<file path="src/rtl/ama_riscv_fetch_queue.sv">
// Instruction fetch front-end: issues word-address requests to the icache,
// tags responses with their pc and buffers them in a small FIFO for decode.
module ama_riscv_fetch_queue #(
  parameter int unsigned DEPTH = 4,
  parameter int unsigned CORE_WORD_ADDR_BUS = 30,
  parameter int unsigned INST_WIDTH = 32,
  parameter logic [CORE_WORD_ADDR_BUS-1:0] RESET_PC = '0
) (
  input  logic                          clk,
  input  logic                          rst,
  output logic                          req_ic_valid,
  input  logic                          req_ic_ready,
  output logic [CORE_WORD_ADDR_BUS-1:0] req_ic_data,
  input  logic                          rsp_ic_valid,
  input  logic [INST_WIDTH-1:0]         rsp_ic_data,
  output logic                          spec_wrong,
  input  logic                          redirect_valid,
  input  logic [CORE_WORD_ADDR_BUS-1:0] redirect_pc,
  output logic                          inst_valid,
  input  logic                          inst_ready,
  output logic [INST_WIDTH-1:0]         inst_data,
  output logic [CORE_WORD_ADDR_BUS-1:0] inst_pc
);

  localparam int unsigned PTR_W = $clog2(DEPTH);
  localparam int unsigned CNT_W = PTR_W + 1;
  localparam logic [CNT_W-1:0] DEPTH_CNT = CNT_W'(DEPTH);

  if (DEPTH < 2 || (DEPTH & (DEPTH - 1)) != 0) begin : g_depth_check
    $error("ama_riscv_fetch_queue: DEPTH must be a power of 2 and at least 2");
  end

  logic [CORE_WORD_ADDR_BUS-1:0] fetch_pc;
  logic [CORE_WORD_ADDR_BUS-1:0] outstanding_pc;
  logic                          outstanding;
  logic [PTR_W-1:0]              rd_ptr;
  logic [PTR_W-1:0]              wr_ptr;
  logic [CNT_W-1:0]              count;
  logic [CNT_W-1:0]              occupancy;
  logic [CORE_WORD_ADDR_BUS-1:0] mem_pc [DEPTH];
  logic [INST_WIDTH-1:0]         mem_inst [DEPTH];
  logic                          acc;
  logic                          push;
  logic                          pop;

  // The in-flight request reserves a slot; pops in the same cycle are not credited.
  assign occupancy = count + CNT_W'(outstanding);

  always_comb begin
    req_ic_valid = 1'b0;
    req_ic_data  = '0;
    spec_wrong   = 1'b0;
    if (!rst) begin
      req_ic_valid = redirect_valid ||
                     ((!outstanding || rsp_ic_valid) && (occupancy < DEPTH_CNT));
      req_ic_data  = redirect_valid ? redirect_pc : fetch_pc;
      spec_wrong   = redirect_valid && outstanding && !rsp_ic_valid;
    end
  end

  assign acc        = req_ic_valid && (req_ic_ready || spec_wrong);
  assign push       = rsp_ic_valid && outstanding && !redirect_valid;
  assign inst_valid = (count != '0);
  assign pop        = inst_valid && inst_ready;
  assign inst_data  = inst_valid ? mem_inst[rd_ptr] : '0;
  assign inst_pc    = inst_valid ? mem_pc[rd_ptr] : '0;

  always_ff @(posedge clk or posedge rst) begin
    if (rst) begin
      fetch_pc    <= RESET_PC;
      outstanding <= 1'b0;
      count       <= '0;
      rd_ptr      <= '0;
      wr_ptr      <= '0;
    end else begin
      if (acc) begin
        outstanding <= 1'b1;
        fetch_pc    <= req_ic_data + CORE_WORD_ADDR_BUS'(1);
      end else if (redirect_valid) begin
        outstanding <= 1'b0;
        fetch_pc    <= redirect_pc;
      end else if (push) begin
        outstanding <= 1'b0;
      end

      // A redirect flushes the queue and drops any coincident response.
      if (redirect_valid) begin
        count  <= '0;
        rd_ptr <= '0;
        wr_ptr <= '0;
      end else begin
        if (push) wr_ptr <= wr_ptr + PTR_W'(1);
        if (pop)  rd_ptr <= rd_ptr + PTR_W'(1);
        if (push && !pop)      count <= count + CNT_W'(1);
        else if (pop && !push) count <= count - CNT_W'(1);
      end
    end
  end

  always_ff @(posedge clk) begin
    if (acc) outstanding_pc <= req_ic_data;
    if (push) begin
      mem_pc[wr_ptr]   <= outstanding_pc;
      mem_inst[wr_ptr] <= rsp_ic_data;
    end
  end

endmodule

</file>
<file path="config.mk">
export PLATFORM = sky130hd
export DESIGN_NAME = ama_riscv_fetch_queue
export DESIGN_NICKNAME = d
export VERILOG_FILES = /design/src/rtl/ama_riscv_fetch_queue.sv
export SDC_FILE = /design/constraint.sdc
export NUM_CORES = 1
export LEC_CHECK = 0
export ABC_AREA = 1
export CAP_MARGIN = 20
export CELL_PAD_IN_SITES_DETAIL_PLACEMENT = 1
export CELL_PAD_IN_SITES_GLOBAL_PLACEMENT = 2
export CORE_ASPECT_RATIO = 1.1
export CORE_MARGIN = 1
export CORE_UTILIZATION = 40
export CTS_CLUSTER_DIAMETER = 60
export CTS_CLUSTER_SIZE = 14
export DETAILED_ROUTE_END_ITERATION = 16
export GPL_TIMING_DRIVEN = 0
export PLACE_DENSITY_LB_ADDON = 0.3
export SLEW_MARGIN = 20
export SYNTH_ARGS = -nofsm -noshare
export SYNTH_HDL_FRONTEND = slang
export SYNTH_SLANG_ARGS = --single-unit
</file>
<file path="constraint.sdc">
create_clock -name clk -period 6.3 [get_ports clk]
set_clock_uncertainty 0.2 [all_clocks]
set_input_delay 1.26 -clock clk [delete_from_list [all_inputs] [get_ports clk]]
set_output_delay 1.26 -clock clk [all_outputs]
set_load 0.005 [all_outputs]
</file>
==> impl_metrics.env <==
export IMPL_status="completed"
export IMPL_die_x_um=178
export IMPL_cts_buffers=29
export IMPL_hold_buffers=0
export IMPL_dieArea_um2=34800
export IMPL_syn2layout_area_growth_pct=24.6
export IMPL_via_count=9613
export IMPL_avgSynthCellArea_um2=11.0
export IMPL_place_ws_ns=0.711
export IMPL_setup_slack_ns=1.16
export IMPL_drc=0
export IMPL_setup_tns_ns=0
export IMPL_n_antenna_cell=0
export IMPL_grtUsageTotal_pct=21.7
export IMPL_pwr_share_seq_pct=39.8
export IMPL_cts_buffer_depth=3
export IMPL_report_final_slew_viol_count=0
export IMPL_netSwitchingFraction_pct=31.9
export IMPL_worstPathMaxFanout=47
export IMPL_holdCritPathClass="reg -> reg"
export IMPL_timing_fmax_mhz=194
export IMPL_place_area_um2=16100
export IMPL_final_area_um2=17000
export IMPL_async_flop_share_pct=12.0
export IMPL_viasPerCell=5.08
export IMPL_synth_fp_nets=1308
export IMPL_port_buffers=161
export IMPL_antenna_left=0
export IMPL_floorplan_rows=70
export IMPL_route_detailed_wl_per_inst_um=19.7
export IMPL_antenna_found_initial=0
export IMPL_relSlewSlack_pct=35.3
export IMPL_dpl_cell_count=1839
export IMPL_switchingPower_uw=1960
export IMPL_grt_pass1_vias=10237
export IMPL_start_util_pct=40.8
export IMPL_arrival_ns=3.68
export IMPL_layout_common_cells="nor2_1, edfxtp_1, clkdlybuf4s50_1"
export IMPL_p_leak_uw=0.00623
export IMPL_dp_hpwl_um=25500
export IMPL_worst_pin_slew_ns=0.971
export IMPL_cts_clk_slew_worst_paths_ns=0.07
export IMPL_wl_um=37300
export IMPL_p_comb_share_pct=32.6
export IMPL_finalHoldViolations=0
export IMPL_p_per_area_nw_per_um2=362
export IMPL_grt_max_degree=48
export IMPL_post_route_period_util_pct=81.7
export IMPL_h_tree_depth=1
export IMPL_cap_violations=0
export IMPL_gp_congestion=0.844
export IMPL_finalSetupViolations=0
export IMPL_numClockSinks=316
export IMPL_synth_edf_count=278
export IMPL_min_period_ns=5.14
export IMPL_grt_remaining_overflow=0
export IMPL_rsz0062_at_grt="false"
export IMPL_endpoint_kind="primary output"
export IMPL_fin_cells=1891
export IMPL_grt_pass1_wl_um=57300
export IMPL_cts_tree="built"
export IMPL_cts_setup_buffers=0
export IMPL_vdd_drop_max_v=0.000197
export IMPL_crit_required_ns=4.84
export IMPL_dr_pass1_iters=6
export IMPL_coreArea_um2=33400
export IMPL_netlist_instances=1234
export IMPL_syn_cell_area_um2=13600
export IMPL_fin_nets=1512
export IMPL_ys_types=37
export IMPL_clk_latency_ns=0.54
export IMPL_layout_commonest_cell="nor2_1"
export IMPL_drive_gt1_share_pct=9.53
export IMPL_first_iter_violations=595
export IMPL_cts_root_buf="clkbuf_16"
export IMPL_ys_ff_latch=316
export IMPL_p_int_uw=4170
export IMPL_seq_area_frac_synth_pct=68.3
export IMPL_cts_resized=0
export IMPL_synth_ff_type="edfxtp_1"
export IMPL_cp_start_kind="input port"
export IMPL_io_pins=163
export IMPL_path_class="in -> out"
export IMPL_die_height_um=195
export IMPL_clkPwrFrac_pct=27.6
export IMPL_yosys_warnings=0
sequential cells by signal (all words and copies together) (netlist names):
name and flops:
count 3, fetch_pc 30, mem_inst 128, mem_pc 120
outstanding 1, outstanding_pc 30, rd_ptr 2, wr_ptr 2
final cells by class:
class / count / area (um^2)
flip-flops and latches: 316 / 9300
multi-input cells: 784 / 3750
clock inverters: 7 / 77.6
plain buffers: 60 / 310
repair buffers: 173 / 1870
clock buffers: 45 / 817
fillers: 3603 / 16400
inverters: 74 / 285
well taps: 432 / 541
cell usage after synthesis, types with 9 or more instances:
| master | instances | area share (%) |
|---|---|---|
| nand2_1 | 157 | 4.3 |
| clkbuf_1 | 34 | 0.94 |
| o21ai_0 | 137 | 5.0 |
| buf_1 | 11 | 0.30 |
| a21oi_1 | 66 | 2.4 |
| nand4_1 | 9 | 0.41 |
| nor2_2 | 10 | 0.46 |
| nand2_4 | 11 | 0.91 |
| dfrtp_1 | 38 | 7.0 |
| nor2_1 | 298 | 8.2 |
| edfxtp_1 | 278 | 61 |
| nand2_2 | 22 | 1.0 |
| nand3_1 | 34 | 1.3 |
| inv_1 | 65 | 1.8 |
power groups by stage:
stage / Sequential, uW / Clock [uW] / Combinational [uW]
floorplan: 2470 / 0 / 884
global placement: 2480 / 0 / 1970
detailed placement: 2480 / 0 / 2020
CTS: 2440 / 1730 / 2040
global route: 2450 / 1790 / 2190
finish: 2440 / 1690 / 2000
routing by layer:
layer  GRT usage (%)  vias to the layer above  part of all wire, %
li1                -                     4576                    -
met1            28.2                     4759                   43
met2            38.3                      226                   51
met3            2.12                       52                  3.6
met4            5.95                        0                  2.3
met5               0                        -                    0
through the flow:
stage                     hold slack, ns  power [uW]  util [%]
after floorplan                    0.259        3350         -
after global placement             0.265        4460      47.2
after CTS                          0.301        6200      50.8
final                              0.303        6130      50.8
after global routing               0.318        6440      50.8
after detailed placement           0.284        4500      48.1
cell families after synthesis:
kind of cell	after synthesis	synth area share (%)
buf+inv	134	4.36
simple gates	561	18.3
xor+xnor	10	0.754
flops	316	68.3
compound gates	207	7.69
fa+ha+maj	6	0.607
worst max-delay path, cell delays in order:
cell and delay (ns):
clkdlybuf4s50_1 0.59, inv_2 0.24, buf_4 0.25, buf_4 0.55, nand2_1 0.12, inv_1 0.15
clkdlybuf4s50_1 0.52
worst paths after layout:
check                                       start                  to  slack (ns)  cells after the start
min in group asynchronous                     rst         fetch_pc[4]        1.67                      4
worst min-delay path            outstanding_pc[8]        mem_pc[3][8]        0.30                      0
worst max register to register        outstanding  outstanding_pc[20]        3.67                      6
worst max-delay path                          rst     req_ic_data[14]        1.16                      7
worst min register to register  outstanding_pc[8]        mem_pc[3][8]        0.30                      0
max in group asynchronous                     rst        fetch_pc[23]        3.79                      4
Power figures use the tool's default switching activity.
